## src/rtl/gb_issuer_pkg.sv

```systemverilog
// Shared types and constants for the gbprocessor instruction issuer.
// The probe tag record is sized per instance inside gb_probe_capture because its width follows ADDR_W.
package gb_issuer_pkg;

    localparam int GB_OP_W   = 8;
    localparam int SWEEP_OPS = 256;

    typedef enum logic [2:0] {
        IDLE,
        ISSUE,
        GAP,
        DRAIN,
        FIN
    } issuer_state_t;

endpackage

```

## src/rtl/gb_probe_capture.sv

```systemverilog
// Delays each issue tag by PROBE_LAT cycles, then registers the probe bus against it.
// tags_pending lets the issuer know when the final result has left the pipeline.
module gb_probe_capture #(
    parameter int ADDR_W    = 5,
    parameter int PROBE_LAT = 1,
    parameter int PROBE_W   = 8
) (
    input  logic               clock,
    input  logic               reset,
    input  logic               tag_vld,
    input  logic [ADDR_W-1:0]  tag_idx,
    input  logic [PROBE_W-1:0] probe,
    output logic [PROBE_W-1:0] result_data,
    output logic [ADDR_W-1:0]  result_idx,
    output logic               result_valid,
    output logic               tags_pending
);

    typedef struct packed {
        logic              vld;
        logic [ADDR_W-1:0] idx;
    } probe_tag_t;

    probe_tag_t tag_pipe [PROBE_LAT];

    always_ff @(posedge clock or negedge reset) begin
        if (!reset) begin
            for (int i = 0; i < PROBE_LAT; i++) tag_pipe[i] <= '0;
            result_data  <= '0;
            result_idx   <= '0;
            result_valid <= 1'b0;
        end else begin
            tag_pipe[0] <= '{vld: tag_vld, idx: tag_idx};
            for (int i = 1; i < PROBE_LAT; i++) tag_pipe[i] <= tag_pipe[i-1];
            // Tag leaves the pipeline in the cycle the probe reflects its instruction
            result_valid <= tag_pipe[PROBE_LAT-1].vld;
            if (tag_pipe[PROBE_LAT-1].vld) begin
                result_data <= probe;
                result_idx  <= tag_pipe[PROBE_LAT-1].idx;
            end
        end
    end

    always_comb begin
        tags_pending = 1'b0;
        for (int i = 0; i < PROBE_LAT; i++) tags_pending = tags_pending | tag_pipe[i].vld;
    end

endmodule

```

## src/rtl/gb_instr_issuer.sv

```systemverilog
// Program-memory driven instruction source for the gbprocessor datapath with probe capture.
// Optional macro GB_ISSUER_SWEEP_EN adds a sweep input that issues opcodes 0x00..0xFF instead of memory.
module gb_instr_issuer
    import gb_issuer_pkg::*;
#(
    parameter int ADDR_W    = 5,
    parameter int ISSUE_GAP = 2,
    parameter int PROBE_LAT = 1,
    parameter int PROBE_W   = 8
) (
    input  logic               clock,
    input  logic               reset,
    input  logic               prog_we,
    input  logic [ADDR_W-1:0]  prog_addr,
    input  logic [GB_OP_W-1:0] prog_data,
    input  logic [ADDR_W:0]    prog_len,
    input  logic               start,
`ifdef GB_ISSUER_SWEEP_EN
    input  logic               sweep,
`endif
    output logic [GB_OP_W-1:0] instruction,
    output logic               valid,
    input  logic [PROBE_W-1:0] probe,
    output logic [PROBE_W-1:0] result_data,
    output logic [ADDR_W-1:0]  result_idx,
    output logic               result_valid,
    output logic               busy,
    output logic               done
);

    localparam int DEPTH = 2 ** ADDR_W;
    localparam int CNT_W = (ADDR_W + 1 > 9) ? ADDR_W + 1 : 9;
    localparam int GAP_W = (ISSUE_GAP > 1) ? $clog2(ISSUE_GAP + 1) : 1;
    localparam logic [GAP_W-1:0] GAP_LOAD = GAP_W'((ISSUE_GAP > 0) ? ISSUE_GAP - 1 : 0);

    issuer_state_t      state;
    logic [GB_OP_W-1:0] mem [DEPTH];
    logic [CNT_W-1:0]   idx;
    logic [CNT_W-1:0]   len;
    logic [CNT_W-1:0]   idx_next;
    logic [GAP_W-1:0]   gap_cnt;
    logic [GB_OP_W-1:0] next_op;
    logic               sweep_mode;
    logic               sweep_req;
    logic               last_issue;
    logic               tags_pending;

    // Lengths beyond the memory depth saturate to a full-memory run
    function automatic logic [CNT_W-1:0] sat_len(input logic [ADDR_W:0] req);
        if (int'(req) > DEPTH) return CNT_W'(DEPTH);
        return CNT_W'(req);
    endfunction

`ifdef GB_ISSUER_SWEEP_EN
    assign sweep_req = sweep;
`else
    assign sweep_req = 1'b0;
`endif

    assign idx_next   = idx + CNT_W'(1);
    assign last_issue = (idx == len - CNT_W'(1));
    assign next_op    = sweep_mode ? idx_next[GB_OP_W-1:0] : mem[idx_next[ADDR_W-1:0]];

    // Writes only land while idle, so a running program cannot be altered
    always_ff @(posedge clock) begin
        if (prog_we && state == IDLE) mem[prog_addr] <= prog_data;
    end

    always_ff @(posedge clock or negedge reset) begin
        if (!reset) begin
            state       <= IDLE;
            instruction <= '0;
            valid       <= 1'b0;
            busy        <= 1'b0;
            done        <= 1'b0;
            idx         <= '0;
            len         <= '0;
            gap_cnt     <= '0;
            sweep_mode  <= 1'b0;
        end else begin
            valid <= 1'b0;
            done  <= 1'b0;
            case (state)
                IDLE: begin
                    if (start) begin
                        if (sweep_req) begin
                            len         <= CNT_W'(SWEEP_OPS);
                            sweep_mode  <= 1'b1;
                            idx         <= '0;
                            busy        <= 1'b1;
                            valid       <= 1'b1;
                            instruction <= '0;
                            state       <= ISSUE;
                        end else if (prog_len == '0) begin
                            done  <= 1'b1;
                            state <= FIN;
                        end else begin
                            len         <= sat_len(prog_len);
                            sweep_mode  <= 1'b0;
                            idx         <= '0;
                            busy        <= 1'b1;
                            valid       <= 1'b1;
                            instruction <= mem[{ADDR_W{1'b0}}];
                            state       <= ISSUE;
                        end
                    end
                end
                ISSUE: begin
                    if (last_issue) begin
                        state <= DRAIN;
                    end else if (ISSUE_GAP == 0) begin
                        idx         <= idx_next;
                        valid       <= 1'b1;
                        instruction <= next_op;
                    end else begin
                        gap_cnt <= GAP_LOAD;
                        state   <= GAP;
                    end
                end
                GAP: begin
                    if (gap_cnt == '0) begin
                        idx         <= idx_next;
                        valid       <= 1'b1;
                        instruction <= next_op;
                        state       <= ISSUE;
                    end else begin
                        gap_cnt <= gap_cnt - GAP_W'(1);
                    end
                end
                DRAIN: begin
                    if (!tags_pending) begin
                        busy  <= 1'b0;
                        done  <= 1'b1;
                        state <= FIN;
                    end
                end
                FIN:     state <= IDLE;
                default: state <= IDLE;
            endcase
        end
    end

    gb_probe_capture #(
        .ADDR_W   (ADDR_W),
        .PROBE_LAT(PROBE_LAT),
        .PROBE_W  (PROBE_W)
    ) u_capture (
        .clock       (clock),
        .reset       (reset),
        .tag_vld     (valid),
        .tag_idx     (idx[ADDR_W-1:0]),
        .probe       (probe),
        .result_data (result_data),
        .result_idx  (result_idx),
        .result_valid(result_valid),
        .tags_pending(tags_pending)
    );

endmodule

```

## config.mk

```make
export PLATFORM = sky130hd
export DESIGN_NAME = gb_instr_issuer
export DESIGN_NICKNAME = d
export VERILOG_FILES = /design/src/rtl/gb_issuer_pkg.sv /design/src/rtl/gb_probe_capture.sv /design/src/rtl/gb_instr_issuer.sv
export SDC_FILE = /design/constraint.sdc
export NUM_CORES = 1
export LEC_CHECK = 0
export BUFFER_PORTS_ARGS = -buffer_cell sky130_fd_sc_hd__buf_2
export CORE_MARGIN = 5
export CORE_UTILIZATION = 35
export CTS_CLUSTER_DIAMETER = 40
export DETAILED_ROUTE_END_ITERATION = 10
export GPL_TIMING_DRIVEN = 0
export PLACE_DENSITY_LB_ADDON = 0.25
export SLEW_MARGIN = 40
export SYNTH_ARGS = -nofsm -noshare
export SYNTH_HDL_FRONTEND = slang
export SYNTH_SLANG_ARGS = --single-unit
```

## constraint.sdc

```tcl
create_clock -name clock -period 4.1 [get_ports clock]
set_clock_uncertainty 0.1 [all_clocks]
set_input_delay 0.82 -clock clock [delete_from_list [all_inputs] [get_ports clock]]
set_output_delay 0.82 -clock clock [all_outputs]
set_load 0.01 [all_outputs]
```

**After elaboration in Yosys (flattened, before gate mapping)**

Memories as Yosys holds them, arrays and structs flattened.
Cells that the tools add are included.

- Register bits: 54
- Bits in writable memories: 256
- Input port bits: 31
- Logic and storage cells: 78
- Memories: 1

- Add/sub/neg operators: 3
- Magnitude comparators: 1
- Equal/unequal tests: 10
- Muxes and demuxes: 37
- Bitwise gates (word level): 1
- Reduce and logical (&&, ||, !) cells: 12

Memory list:

| memory | words | width | read ports | clocked after memory_dff | wr ports | line | RTL |
|---|---|---|---|---|---|---|---|
| mem | 32 | 8 | 2 | 0 | 1 | gb_instr_issuer.sv:37 | `logic [GB_OP_W-1:0] mem [DEPTH];` |

Operator list:

| kind | count |
|---|---|
| 2-to-1 mux 9 bit | 5 |
| 2-to-1 mux 8 bit | 3 |
| case mux 9 bit (2 select lines) | 1 |
| 2-to-1 mux 1 bit | 16 |
| case mux 8 bit (2 select lines) | 1 |
| 2-to-1 mux 3 bit | 4 |
| inequality test 2 bit, second input constant | 6 |
| case mux 3 bit (4 select lines) | 1 |
| adder 9 x 1 -> 9 bit, second input constant | 1 |
| equality test 9 bit | 1 |
| AND reduction 3 bit | 3 |
| subtractor 9 x 1 -> 9 bit, second input constant | 1 |
| AND reduction 4 bit | 2 |
| equality test 3 x 2 -> 1 bit, second input constant | 2 |
| greater-than comparator 6 bit, second input constant | 1 |
| logical NOT 6 bit | 1 |
| case mux 1 bit (2 select lines) | 3 |
| nonzero test 2 bit | 3 |
| 2-to-1 mux 2 bit | 2 |
| case mux 2 bit (2 select lines) | 1 |
| equality test 3 x 1 -> 1 bit, second input constant | 1 |
| logical NOT 3 bit | 1 |
| logical NOT 2 bit | 1 |
| subtractor 2 x 1 -> 2 bit, second input constant | 1 |
| 2 further kinds | 2 |

**Logic depth before layout (Yosys ltp)**

- Depth after elaboration: 6
- Gate-level depth with buffers: 8
- Depth with buffers taken out: 7

**Hierarchy**

A second synthesis with hierarchy kept.

- Cell total of the unflattened synthesis: 688
- Area, all modules: 12,378.1 sq um

Modules (own cells, without submodules):

| module | instances | cells each | area an instance (sq um) |
|---|---|---|---|
| gb_instr_issuer | 1 | 654 | 11,682.5 |
| gb_probe_capture | 1 | 34 | 695.7 |

**Worst setup path after synthesis**

Ideal clock, no wire load.

- Path kind: input -> register
- From: input port prog_addr[1]
- To: memory mem[0][0] (enable)
- Setup time: 0.370 ns
- Arrival: 1.745 ns
- Data required time: 3.630 ns
- Path slack: 1.885 ns
- Stages on the path: 3
- Cell sequence: or3_1 > clkbuf_1 > nor2_1

RTL lines:

| element | line | RTL |
|---|---|---|
| start, declared | gb_instr_issuer.sv:14 | `input logic [ADDR_W-1:0] prog_addr,` |
| end, declared | gb_instr_issuer.sv:37 |  |

No word-level cell before the write port.

**Worst setup path in the final report**

- From: register state[2]
- To: memory mem[3][5] (enable)

- Word-level cells in the longest chain between the ends: 4

Ends and longest elaborated chain:

| element | line | RTL |
|---|---|---|
| start, declared | gb_instr_issuer.sv:36 | `issuer_state_t state;` |
| start signal, assigned | gb_instr_issuer.sv:71 | `state <= IDLE;` |
| start signal, assigned | gb_instr_issuer.sv:93 | `state <= ISSUE;` |
| start signal, assigned | gb_instr_issuer.sv:96 | `state <= FIN;` |
| logical NOT 3 bit | gb_instr_issuer.sv:66 | `if (prog_we && state == IDLE) mem[prog_addr] <= prog_data;` |
| logical AND 1 bit | gb_instr_issuer.sv:66 |  |
| 2-to-1 mux 1 bit | gb_instr_issuer.sv:66 |  |
| 2-to-1 mux 1 bit (implied by the code) | gb_instr_issuer.sv:66 |  |

Every way passes these cells.

==> reports/results.tsv <==
stage	metric	value	unit
status	status	finished, final reports clean	
floorplanning	CORE AREA	35660	µm²
yosys	predominant post-synthesis flop cell	edfxtp_1	
setup_path	crit path capture type	register	
layout	Final Cell Area	14810	µm²
pwr	part of the power in registers	0.383	
grt	initial antenna violation count	1	
clock_network	clock-pin transition on the worst setup and hold timing paths	0.05	ns
clock_network	Post-CTS Setup Repair Bufs	0	
routing	Pre-antenna DRT Iters	5	
timing	minimum clock period	3.135	ns
pwr	Clock Power Share	0.346	
yosys	Yosys reg bits	307	
routing	Antenna Violating Nets Remaining	0	
floorplanning	row count	69	
pwr	Cell Int Power	6.766	mW
place	routability cong.	0.8252	
grt	number of global-route vias before repair	6886	
floorplanning	die width	200.1	µm
min_path	type of the worst min-delay path	input pin to async pin	
grt	gr ovfl total	0	
timing	Tcrit/Tclk final	0.7647	
routing	number of vias per cell	5.235	
layout	ant diodes	0	
pwr	Pwr per Cell Area	652.4	nW/µm²
setup_path	FF-to-FF End	mem[3][5]$_DFFE_PP_	
job	maxcap violations	0	
pwr	total power	9.665	mW
setup_path	flop-to-flop setup slack	0.96	ns
routing	routed wire length	28490	µm
setup_path	cells along the critical path	buf_2 -> nor3_2 -> nand4_1 -> nor2_1	
yosys	post-synthesis sequential area ratio	0.7087	
grt	first-pass GRT wire length	43080	µm
timing	Final Hold Fails	0	
place	DP Worst Slack	0.9220	ns
timing	Worst-Margin Slew	0.8171	ns
timing	Min Hold Slack	0.2311	ns
yosys	Post-synth EDFFs	256	
setup_path	CP peak stage delay	0.86	ns
floorplanning	die height	200.1	µm
place	number of buffers added on ports	55	
setup_path	critical path fanouts, max	9	
yosys	syn avg cell area	17.89	µm²
clock_network	CTS buffer count	40	
floorplanning	die area	40040	µm²
place	dpl hpwl	18220	µm
timing	Final setup viols	0	
clock_network	Post-CTS Resized	0	
pwr	Gate power share	0.271	
clock_network	largest buffer count on any clock path	3	
routing	Post-route DRC	0	
place	dpl cells	1223	
layout	area of the multi-input gates	3402	µm²
yosys	total number of yosys warnings	0	
clock_network	hold buffer count at cts	0	
layout	final core utilization	0.4155	
timing	setup TNS	0	ns
clock_network	H-tree Lvls	2	
layout	area delta synth->final	17.12	%
floorplanning	starting density of the core	0.3547	
setup_path	kind of critical path	register to register	
pwr	Net Sw Frac	0.2999	
setup_path	Worst Reg2Reg Path Length in Cells	4	
layout	FF/Latch Area	8964	µm²
layout	final cell count without fillers	1294	
timing	Max Transition Viols Final	0	
grt	pin count of the biggest net entering global routing	52	
setup_path	crit start category	register	
pwr	switching power	2.899	mW
clock_network	root buffer cell	clkbuf_16	
timing	final setup margin	0.9645	ns
yosys	Synth Net Count	741	
routing	via count	6774	
layout	# fillers	3221	
grt	global-route usage over all layers	0.1404	
yosys	cell area after synthesis	12650	µm²
timing	unrepaired setup endpoints after global routing	no	
clock_network	TritonCTS Sinks	307	
setup_path	Required @ worst endpoint	4.14	ns
pwr	Static Leakage	4.899	nW
layout	share of cells above drive strength 1	0.2929	
clock_network	worst skew pair latency	0.54	ns
setup_path	Worst Path Arrival	3.18	ns
routing	Avg WL per Cell	22.02	µm
yosys	Async SR Flop Fraction	0.1661	
routing	1st-iter DRT viols	492	
timing	FMAX	0.3189	GHz
place	placed cell areas	13510	µm²
timing	relative slew slack	0.4533	
floorplanning	I/O pins	56	
clock_network	CTS tree	built	
setup_path	Crit-path slowest cell	nor2_1	
setup_path	worst flop-to-flop path startpoint	state[2]$_DFFE_PN0P_	
yosys	Syn Inst Count	707	
yosys	Cell variety after synth	49	
layout	Nets	838	
pwr	VDD IR-drop max	390.2	µV
==> synth_stat cells (9+ instances only) <==
cell	instances	area, µm²
edfxtp_1	256	7687
mux4_2	59	1329
nor2_1	53	198.9
dfrtp_1	51	1276
mux2i_1	34	340.3
nor4_1	33	206.5
nand2_1	18	67.56
a21oi_1	16	80.08
buf_2	15	75.07
o21ai_0	15	75.07
mux2_2	14	157.7
nor3_1	12	60.06
nand2b_1	11	68.82
nand3_1	9	45.04
==> worst max-delay path: cells and delay by family (launching register included) <==
| family | cells | cell delay (ns) |
|---|---|---|
| simple gates | 3 | 2.13 |
| buf+inv | 1 | 0.18 |
| flops | 1 | 0.35 |
==> placed cells by master (no fill, tap or decap), types with 15 or more instances in the layout <==
cell,synthesis,routed
mux4_2,59,59
mux2i_1,34,34
edfxtp_1,256,256
clkbuf_16,0,41
nand2_1,18,18
nor2_1,53,42
dfrtp_1,51,51
nor4_1,33,33
o21ai_0,15,15
a21oi_1,16,16
buf_2,15,69
==> worst max-delay path by stage <==
stage / start / end / slack [ns] / cells after the start
6_report: state[2]$_DFFE_PN0P_ / mem[3][5]$_DFFE_PP_ / 0.96 / 4
3_3_place_gp: state[2]$_DFFE_PN0P_ / mem[10][3]$_DFFE_PP_ / 0.94 / 4
2_1_floorplan: prog_addr[1] / mem[0][0]$_DFFE_PP_ / 1.89 / 3
3_5_place_dp: state[2]$_DFFE_PN0P_ / mem[6][0]$_DFFE_PP_ / 0.92 / 4
4_1_cts: state[2]$_DFFE_PN0P_ / mem[6][0]$_DFFE_PP_ / 0.92 / 4
5_1_grt: state[2]$_DFFE_PN0P_ / mem[14][1]$_DFFE_PP_ / 0.75 / 4
==> cells by family (layout without fill, tap and decap cells) <==
logic type	after synthesis	in the layout	synth area share
flops	307	307	0.7087
simple gates	172	172	0.07202
mux	112	112	0.1548
compound gates	54	54	0.02631
buf+inv	47	173	0.02453
xor+xnor	12	12	0.01068
fa+ha+maj	3	3	0.002968
==> power groups by stage <==
stage               sequential [mW]  combinational (mW)  clock (mW)
global placement               3.76                2.64           0
floorplan                      3.78                1.77           0
CTS                            3.71                2.68        3.42
detailed placement             3.77                2.67           0
finish                         3.70                2.62        3.34
global route                   3.73                2.85        3.56
==> layer usage <==
| metal | track usage | vias up | wire length (µm) |
|---|---|---|---|
| met4 | 0.03639 | 0 | 485 |
| met2 | 0.2216 | 205 | 13460 |
| met3 | 0.03461 | 41 | 1920 |
| li1 | - | 3052 | - |
| met1 | 0.1972 | 3476 | 12620 |
| met5 | 0 | - | 0 |
==> registers in the layout (all words and copies together) (netlist names), 2 cells and up <==
register / count
u_capture.result_data: 8
gap_cnt: 2
state: 3
u_capture.result_idx: 5
len: 6
instruction: 8
mem: 256
u_capture.tag_pipe: 5
idx: 9
==> final cells by class <==
class / instances / share of cell area
buffer: 39 / 0.01892
clock buffer: 44 / 0.07002
clock inverter: 27 / 0.01664
multi-input combinational: 353 / 0.2296
timing repair buffer: 55 / 0.01875
sequential: 307 / 0.6051
tap: 461 / 0.03894
inverter: 8 / 0.002027
(Power assumes the default switching activity.)
